## src/rtl/tt_gpio_pkg.sv

```systemverilog
// Shared definitions for the GPIO pad-configuration stage: mode codes,
// FSM state encoding and the decoded per-pad control bundle.
package tt_gpio_pkg;

    localparam int MODE_W = 3;
    localparam int IDX_W  = 6;

    localparam logic [MODE_W-1:0] MODE_OFF    = 3'd0;
    localparam logic [MODE_W-1:0] MODE_IN     = 3'd1;
    localparam logic [MODE_W-1:0] MODE_IN_PU  = 3'd2;
    localparam logic [MODE_W-1:0] MODE_IN_PD  = 3'd3;
    localparam logic [MODE_W-1:0] MODE_OUT    = 3'd4;
    localparam logic [MODE_W-1:0] MODE_BIDIR  = 3'd5;
    localparam logic [MODE_W-1:0] MODE_ANALOG = 3'd6;
    localparam logic [MODE_W-1:0] MODE_RSVD   = 3'd7;

    typedef enum logic [1:0] {
        ST_IDLE  = 2'd0,
        ST_APPLY = 2'd1,
        ST_WAIT  = 2'd2
    } state_t;

    // One pad's worth of gpiov2 control bits
    typedef struct packed {
        logic [2:0] dm;
        logic       inp_dis;
        logic       analog_en;
        logic       out;
        logic       oeb;
    } pad_ctrl_t;

    // The reserved code must never reach a mode register
    function automatic logic mode_is_valid(input logic [MODE_W-1:0] mode);
        return mode != MODE_RSVD;
    endfunction

endpackage

```

## src/rtl/tt_gpio_mode_dec.sv

```systemverilog
// Combinational decode of one pad mode into the sky130 gpiov2 control bits,
// muxing the core's out/oeb through only for the driving modes.
module tt_gpio_mode_dec
    import tt_gpio_pkg::*;
(
    input  logic [MODE_W-1:0] mode,
    input  logic              core_out,
    input  logic              core_oeb,
    output pad_ctrl_t         pad
);

    // Table decode; anything unexpected falls back to the safe OFF setting
    always_comb begin
        pad = '{dm: 3'b000, inp_dis: 1'b1, analog_en: 1'b0, out: 1'b0, oeb: 1'b1};
        case (mode)
            MODE_OFF:    pad = '{dm: 3'b000, inp_dis: 1'b1, analog_en: 1'b0, out: 1'b0,     oeb: 1'b1};
            MODE_IN:     pad = '{dm: 3'b001, inp_dis: 1'b0, analog_en: 1'b0, out: 1'b0,     oeb: 1'b1};
            MODE_IN_PU:  pad = '{dm: 3'b010, inp_dis: 1'b0, analog_en: 1'b0, out: 1'b1,     oeb: 1'b0};
            MODE_IN_PD:  pad = '{dm: 3'b011, inp_dis: 1'b0, analog_en: 1'b0, out: 1'b0,     oeb: 1'b0};
            MODE_OUT:    pad = '{dm: 3'b110, inp_dis: 1'b0, analog_en: 1'b0, out: core_out, oeb: 1'b0};
            MODE_BIDIR:  pad = '{dm: 3'b110, inp_dis: 1'b0, analog_en: 1'b0, out: core_out, oeb: core_oeb};
            MODE_ANALOG: pad = '{dm: 3'b000, inp_dis: 1'b1, analog_en: 1'b1, out: 1'b0,     oeb: 1'b1};
            default:     pad = '{dm: 3'b000, inp_dis: 1'b1, analog_en: 1'b0, out: 1'b0,     oeb: 1'b1};
        endcase
    end

endmodule

```

## src/rtl/tt_gpio_ctrl.sv

```systemverilog
// Runtime pad-configuration stage: shadow/active mode banks per pad, a
// staggered apply sequencer, and per-pad decode onto the gpiov2 pad vectors.
module tt_gpio_ctrl
    import tt_gpio_pkg::*;
#(
    parameter int                N_PADS       = 44,
    parameter int                STAGGER      = 4,
    parameter logic [MODE_W-1:0] DEFAULT_MODE = MODE_IN
) (
    input  logic              clk,
    input  logic              rst_n,
    input  logic              cfg_valid,
    output logic              cfg_ready,
    input  logic [IDX_W-1:0]  cfg_addr,
    input  logic [MODE_W-1:0] cfg_mode,
    input  logic              cfg_commit,
    output logic              cfg_err,
    output logic              busy,
    output logic              done,
    input  logic [N_PADS-1:0] core_out,
    input  logic [N_PADS-1:0] core_oeb,
    output logic [N_PADS-1:0] pad_out,
    output logic [N_PADS-1:0] pad_oeb,
    output logic [N_PADS-1:0] pad_inp_dis,
    output logic [N_PADS-1:0] pad_analog_en,
    output logic [N_PADS-1:0] pad_dm2,
    output logic [N_PADS-1:0] pad_dm1,
    output logic [N_PADS-1:0] pad_dm0
);

    // Wait counter only needs to hold STAGGER-2
    localparam int                CNT_W     = (STAGGER > 2) ? $clog2(STAGGER - 1) : 1;
    localparam logic [CNT_W-1:0]  CNT_INIT  = CNT_W'((STAGGER > 1) ? (STAGGER - 2) : 0);
    localparam logic [IDX_W-1:0]  LAST_IDX  = IDX_W'(N_PADS - 1);
    localparam logic [IDX_W:0]    PAD_LIMIT = (IDX_W + 1)'(N_PADS);

    state_t            state;
    state_t            state_next;
    logic [IDX_W-1:0]  idx;
    logic [IDX_W-1:0]  idx_next;
    logic [CNT_W-1:0]  cnt;
    logic [CNT_W-1:0]  cnt_next;
    logic              done_next;

    logic [MODE_W-1:0] shadow [N_PADS];
    logic [MODE_W-1:0] active [N_PADS];
    logic [MODE_W-1:0] cur_shadow;
    logic [MODE_W-1:0] cur_active;

    logic              addr_ok;
    logic              write_req;
    logic              write_bad;
    logic              write_en;
    logic              apply_en;
    logic              mode_changes;
    logic              last_pad;

    assign cfg_ready = (state == ST_IDLE);
    assign busy      = (state != ST_IDLE);

    assign addr_ok   = ({1'b0, cfg_addr} < PAD_LIMIT);
    assign write_req = cfg_valid && cfg_ready;
    assign write_bad = write_req && !(addr_ok && mode_is_valid(cfg_mode));
    assign write_en  = write_req && !write_bad;

    assign apply_en     = (state == ST_APPLY);
    assign mode_changes = (cur_shadow != cur_active);
    assign last_pad     = (idx == LAST_IDX);

    // Select the shadow and active modes of the pad currently being applied
    always_comb begin
        cur_shadow = DEFAULT_MODE;
        cur_active = DEFAULT_MODE;
        for (int i = 0; i < N_PADS; i++) begin
            if (idx == IDX_W'(i)) begin
                cur_shadow = shadow[i];
                cur_active = active[i];
            end
        end
    end

    // Sequencer: walk every pad once, dwelling STAGGER cycles on pads that change
    always_comb begin
        state_next = state;
        idx_next   = idx;
        cnt_next   = cnt;
        done_next  = 1'b0;
        case (state)
            ST_IDLE: begin
                if (cfg_commit) begin
                    state_next = ST_APPLY;
                    idx_next   = '0;
                end
            end
            ST_APPLY: begin
                if (mode_changes && (STAGGER > 1)) begin
                    state_next = ST_WAIT;
                    cnt_next   = CNT_INIT;
                end else if (last_pad) begin
                    state_next = ST_IDLE;
                    idx_next   = '0;
                    done_next  = 1'b1;
                end else begin
                    idx_next   = idx + 1'b1;
                end
            end
            ST_WAIT: begin
                if (cnt == '0) begin
                    if (last_pad) begin
                        state_next = ST_IDLE;
                        idx_next   = '0;
                        done_next  = 1'b1;
                    end else begin
                        state_next = ST_APPLY;
                        idx_next   = idx + 1'b1;
                    end
                end else begin
                    cnt_next = cnt - 1'b1;
                end
            end
            default: begin
                state_next = ST_IDLE;
                idx_next   = '0;
            end
        endcase
    end

    // Sequencer state, pad index and dwell counter
    always_ff @(posedge clk) begin
        if (!rst_n) begin
            state <= ST_IDLE;
            idx   <= '0;
            cnt   <= '0;
        end else begin
            state <= state_next;
            idx   <= idx_next;
            cnt   <= cnt_next;
        end
    end

    // Registered status pulses for rejected writes and completed passes
    always_ff @(posedge clk) begin
        if (!rst_n) begin
            cfg_err <= 1'b0;
            done    <= 1'b0;
        end else begin
            cfg_err <= write_bad;
            done    <= done_next;
        end
    end

    // Shadow bank takes accepted writes only
    always_ff @(posedge clk) begin
        if (!rst_n) begin
            for (int i = 0; i < N_PADS; i++) begin
                shadow[i] <= DEFAULT_MODE;
            end
        end else if (write_en) begin
            for (int i = 0; i < N_PADS; i++) begin
                if (cfg_addr == IDX_W'(i)) begin
                    shadow[i] <= cfg_mode;
                end
            end
        end
    end

    // Active bank copies one pad from the shadow per APPLY cycle
    always_ff @(posedge clk) begin
        if (!rst_n) begin
            for (int i = 0; i < N_PADS; i++) begin
                active[i] <= DEFAULT_MODE;
            end
        end else if (apply_en) begin
            for (int i = 0; i < N_PADS; i++) begin
                if (idx == IDX_W'(i)) begin
                    active[i] <= shadow[i];
                end
            end
        end
    end

    for (genvar p = 0; p < N_PADS; p++) begin : g_pad
        pad_ctrl_t ctrl;

        tt_gpio_mode_dec u_dec (
            .mode     (active[p]),
            .core_out (core_out[p]),
            .core_oeb (core_oeb[p]),
            .pad      (ctrl)
        );

        assign pad_dm2[p]       = ctrl.dm[2];
        assign pad_dm1[p]       = ctrl.dm[1];
        assign pad_dm0[p]       = ctrl.dm[0];
        assign pad_inp_dis[p]   = ctrl.inp_dis;
        assign pad_analog_en[p] = ctrl.analog_en;
        assign pad_out[p]       = ctrl.out;
        assign pad_oeb[p]       = ctrl.oeb;
    end

endmodule

```

## config.mk

```make
export PLATFORM = sky130hd
export DESIGN_NAME = tt_gpio_ctrl
export DESIGN_NICKNAME = d
export VERILOG_FILES = /design/src/rtl/tt_gpio_pkg.sv /design/src/rtl/tt_gpio_mode_dec.sv /design/src/rtl/tt_gpio_ctrl.sv
export SDC_FILE = /design/constraint.sdc
export NUM_CORES = 1
export LEC_CHECK = 0
export CORE_ASPECT_RATIO = 0.5
export CORE_MARGIN = 10
export CORE_UTILIZATION = 25
export CTS_BUF_LIST = sky130_fd_sc_hd__clkbuf_8
export DETAILED_ROUTE_END_ITERATION = 8
export PLACE_DENSITY = 0.48
export SYNTH_ARGS = -nofsm -noshare
export SYNTH_HDL_FRONTEND = slang
export SYNTH_SLANG_ARGS = --single-unit
export TNS_END_PERCENT = 1
```

## constraint.sdc

```tcl
create_clock -name clk -period 4 [get_ports clk]
set_clock_uncertainty 0.15 [all_clocks]
set_input_delay 1.2 -clock clk [delete_from_list [all_inputs] [get_ports clk]]
set_output_delay 1.2 -clock clk [all_outputs]
set_load 0.02 [all_outputs]
```

# After elaboration in Yosys (flattened, before gate mapping)
# Memory sizes are Yosys's and may differ from the RTL's.
# Cells that the tools add are included.
[word_totals]
ff_bits = 12
ramBits = 264
input_bits = 101
output_inout_bits = 312
wordCells = 1063
memories = 2
[memory_table]
columns = ["memory", "words", "word_bits", "rd", "rd_ports_with_merged_regs", "wr", "line_no", "rtl"]
rows = [
  ["active", 44, 3, 44, 0, 44, "tt_gpio_ctrl.sv:46", "logic [MODE_W-1:0] active [N_PADS];"],
  ["shadow", 44, 3, 44, 0, 44, "tt_gpio_ctrl.sv:45", "logic [MODE_W-1:0] shadow [N_PADS];"],
]
[op_classes]
n_addsub = 2
order_cmp = 1
eq_ne = 360
muxes = 590
bitwise_logic = 88
n_reduce_logical = 15
[ops]
columns = ["op", "n"]
rows = [
  ["$pmux W7 S6", 44],
  ["$mux W3", 176],
  ["$eq A3 B3 Y1 const B", 132],
  ["$mux W1", 356],
  ["$eq A3 B2 Y1 const B", 88],
  ["$eq A6 B5 Y1 const B", 32],
  ["$eq A6 B6 Y1 const B", 24],
  ["$eq A3 B1 Y1 const B", 44],
  ["$eq A6 B4 Y1 const B", 16],
  ["$or A1 B1 Y1", 88],
  ["$eq A6 B3 Y1 const B", 8],
  ["$eq A6 B2 Y1 const B", 4],
  ["$mux W6", 4],
  ["$pmux W6 S3", 1],
  ["$eq A6 B1 Y1 const B", 2],
  ["$logic_not A6 Y1", 2],
  ["$mux W2", 6],
  ["$reduce_and A3 Y1", 3],
  ["$add A6 B1 Y6 const B", 1],
  ["$lt A6 B6 Y1 const B", 1],
  ["$ne A2 B2 Y1 const B", 3],
  ["$pmux W2 S3", 1],
  ["$logic_and A1 B1 Y1", 4],
  ["$logic_not A2 Y1", 2],
  ["11 further kinds", 14],
]

# Depth between registers and ports, before layout
[logic_depth]
word_depth = 48
ltp_mapped = 17
ltp_nobuf = 12

# By module
# A second synthesis with hierarchy kept.
[unflattened]
cells_unflattened = 2006
area_unflattened_um2 = 18307.6
[by_module_without_submodules]
columns = ["mod", "n_inst", "cells_per_inst", "area_per_inst_um2", "seq_area_each_um2"]
rows = [
  ["tt_gpio_ctrl", 1, 1435, 14680.3, 8167.8],
  ["tt_gpio_mode_dec at g_pad[0].u_dec ...", 43, 13, 82.6, 0.0],
  ["tt_gpio_mode_dec at g_pad[3].u_dec", 1, 12, 76.3, 0.0],
]

# Least setup slack after synthesis
# No wires, ideal clock.
[synth_path]
path_kind = "input -> register"
start = "in cfg_addr[2]"
end = "mem shadow[11][0] (netlist: shadow[0][33]), enable pin"
setup_ns = 0.344
t_arrival_ns = 2.996
required_time_ns = 3.506
slack_ns = 0.510
stages = 9
n_path_buf = 3
path_cell_list = "clkbuf_1 -> nand2_1 -> nand2b_1 -> a32oi_1 -> nand3_1 -> or3b_2 -> clkbuf_1 -> clkbuf_1 -> o21ai_0"
[synth_rtl]
columns = ["item", "line_no", "rtl"]
rows = [
  ["from (decl)", "tt_gpio_ctrl.sv:14", "input logic [IDX_W-1:0] cfg_addr,"],
  ["to (decl)", "tt_gpio_ctrl.sv:45", ""],
]

# Worst setup path in the final report
[layout_path]
start = "in core_oeb[12]"
end = "out pad_oeb[12]"
[layout_via]
elab_chain_len = 1
[layout_rtl]
columns = ["item", "line_no", "rtl"]
rows = [
  ["from (decl)", "tt_gpio_ctrl.sv:21", "input logic [N_PADS-1:0] core_oeb,"],
  ["$pmux W7 S6", "tt_gpio_mode_dec.sv:15", "case (mode)"],
  ["to (decl)", "tt_gpio_ctrl.sv:23", "output logic [N_PADS-1:0] pad_oeb,"],
]
# Every way passes these cells.

==> out/qor.yml <==
run_status:
  outcome: "finished clean"
synthesis:
  synth_edf_count: 264
  synth_fp_nets: 2125
  avgSynthCellArea_um2: 9.07
  syn_inst: 2015
  synth.ff_latch_count: 276
  yosysSeqAreaShare: 0.447
  synth_cell_types: 104
  synth-main-ff-cell: "edfxtp_1"
  synthArstFlopShare: 0
  yosysWarnings: 0
  syn_area_mm2: 0.0183
finish:
  layout-drive-gt1-share: 0.189
  num-fill-cells: 7354
  fin_cells: 3681
  finalNetCount: 2805
  syn_to_final_growth_pct: 45.6
  final_cell_area_mm2: 0.0266
place:
  gp_congestion: 0.979
  place_inst: 3607
  hpwlAfterDp_um: 72800
  place_area_mm2: 0.0258
  io_buffers: 412
floorplanning:
  die_x_um: 402
  start_util: 0.255
  row_count: 69
  die_y_um: 211
  core_mm2: 0.0717
  fp.dieArea_mm2: 0.0850
  io_pins: 413
power:
  power_density_mw_per_mm2: 332
  power_uw: 8840
  ir_worst_vdd_mv: 0.202
  p_sw_uw: 3190
  comb_power_share: 0.350
  leakagePower_uw: 0.00998
  sw_frac_of_total: 0.361
  pwr-share-clk: 0.262
  intPower_uw: 5650
  seqPwrFrac: 0.389
global_route:
  grt_pass1_vias: 18400
  antenna_found_initial: 1
  track_usage: 0.199
  grt_max_degree: 64
  grt_overflow: 0
  grt_pass1_wl_um: 128000
clock_tree:
  cts.sinks: 276
  cts.path.max_buffers: 3
  clk_pin_slew_ns: 0.06
  h-tree-depth: 2
  cts_tree: "yes"
  cts-root-buf: "clkbuf_8"
  clock_latency_ns: 0.60
  cts_post_setup_buffers_inserted: 0
  numCtsBuffers: 44
  holdBufCountCts: 0
routing:
  drt_iter0_markers: 2176
  dr.pass1.iters: 5
  post-route-drc-count: 0
  routedWlPerCell_um: 24.4
  viasPerCell: 5.24
  antenna_left: 0
  wirelength_um: 89800
  num_vias: 19300
worst_setup_path:
  path_class: "input port to primary output"
  reg2reg_depth: 14
  critPathLaunchType: "input port"
  required_ns: 2.65
  worstPathMaxFanout: 1
  end_kind: "primary output"
  rr_startpoint: "idx[4]"
  r2r-end: "idx[4]"
  r2r_setup_slack_ns: 0.08
  arrival_ns: 2.59
timing:
  drv_slew: 0
  rsz0062_at_grt: "true"
  finalHoldViolCount: 0
  tightest_slew_ns: 1.04
  slew_headroom: 0.306
  fin_crit_ns: 3.94
  setup_viol: 0
  period_share: 0.984
  clock.fmax_mhz: 254
min_path:
  hold_start: "idx[1]"
  hp-class: "flip-flop to flip-flop"
  min_path_cells: 2
  whs_endpoint: "idx[1]"
job:
  maxCapViolCount: 0
==> layout make-up <==
class | count | area [um2] | share of cell area
inverter | 33 | 124 | 0.00465
timing repair buffer | 755 | 6880 | 0.258
multi-input combinational | 1585 | 9480 | 0.356
tap | 958 | 1200 | 0.0450
antenna | 2 | 5.00 | 0.000188
clock buffer | 45 | 619 | 0.0233
sequential | 276 | 8170 | 0.307
clock inverter | 27 | 145 | 0.00545
==> worst max-delay path, stage by stage <==
cell	delay (ns)
clkdlybuf4s50_1	0.46
nand2_1	0.05
a21oi_1	0.23
clkdlybuf4s50_1	0.65
==> cell usage in the layout (no fill, tap or decap), types with 8 or more instances in the layout <==
master	synthesis	layout
nand2b_1	41	41
a32oi_1	8	8
clkdlybuf4s50_1	0	410
o221ai_1	9	9
inv_1	30	43
clkbuf_8	0	45
or4_1	15	15
or2_2	45	45
and2_1	25	25
a221oi_1	11	11
nand4_1	13	13
o211ai_1	14	14
nand3_1	58	58
a21o_1	14	14
o22ai_1	18	17
a21oi_1	81	81
nand2_1	249	249
edfxtp_1	264	264
nor4_1	14	14
nor3_1	53	53
a211o_1	8	8
a22o_1	39	39
or3_1	50	50
o21ai_0	117	115
mux2_2	20	20
dfxtp_1	12	11
a211oi_1	11	11
and3b_1	26	26
a31oi_1	11	11
buf_4	5	329
nor3b_1	12	11
a22oi_1	12	12
nor2b_1	136	136
nor2_1	219	216
buf_12	0	14
nand3b_1	16	16
and3_1	78	78
==> power groups by stage <==
stage | Clock (uW) | Combinational, uW | Sequential (uW)
detailed placement | 0 | 3000 | 3490
floorplan | 0 | 1460 | 3420
CTS | 2350 | 3010 | 3430
global route | 2480 | 3220 | 3450
finish | 2310 | 3090 | 3430
global placement | 0 | 3010 | 3490
==> timing repair <==
action,in CTS,in global routing
gates resized for setup,1,19
setup endpoints to repair,1,12
pin swaps,0,2
==> registers in the layout, summed over array words and instances (netlist names) <==
signal,count
done,1
state,2
active,132
shadow,132
cfg_err,1
idx,6
cnt,2
==> how the worst max path moves through the flow <==
stage | startpoint | end | slack, ns | cells past startpoint
2_1_floorplan | cfg_addr[2] | shadow[0][33] | 0.51 | 9
3_3_place_gp | core_oeb[41] | pad_oeb[41] | 0.04 | 4
3_5_place_dp | idx[0] | idx[4] | 0.03 | 16
4_1_cts | idx[0] | idx[4] | 0.01 | 16
5_1_grt | idx[3] | idx[4] | -0.03 | 13
6_report | core_oeb[12] | pad_oeb[12] | 0.06 | 4
==> through the flow <==
| step | utilization | hold slack [ns] | setup TNS, ns | worst slack [ns] |
|---|---|---|---|---|
| finish | 0.371 | 0.356 | 0 | 0.0625 |
| global route | 0.371 | 0.384 | -0.0290 | -0.0290 |
| floorplan | - | 0.346 | 0 | 0.510 |
| detailed placement | 0.359 | 0.376 | 0 | 0.0284 |
| CTS | 0.370 | 0.386 | 0 | 0.0140 |
| global placement | 0.359 | 0.365 | 0 | 0.0400 |
==> kinds of logic (layout without fill, tap and decap cells) <==
logic type	Yosys count	in the layout	synth area share
adder cells (fa/ha/maj)	9	9	0.00616
AO/OA/AOI/OAI	456	456	0.175
buffers and inverters	154	860	0.0381
XOR/XNOR	2	2	0.00137
multiplexers	27	27	0.0162
other	0	2	0
AND/OR/NAND/NOR	1091	1091	0.317
flip-flops	276	276	0.447
==> layer usage <==
layer,global-route usage,part of all wire
met4,0.0432,0.021
met2,0.309,0.44
met5,0,0
met1,0.279,0.44
met3,0.0473,0.099
==> synthesized netlist by cell type (all sizes together), types with 46 or more instances <==
library cell	number	area share
or2	46	0.016
o21ai	121	0.033
nor2b	136	0.047
or3	51	0.018
clkbuf	63	0.013
buf	58	0.018
nand3	58	0.016
nand2	249	0.051
nor2	224	0.047
and3	78	0.027
nor3	54	0.015
edfxtp	264	0.43
a21oi	81	0.022
(Power assumes the default switching activity.)
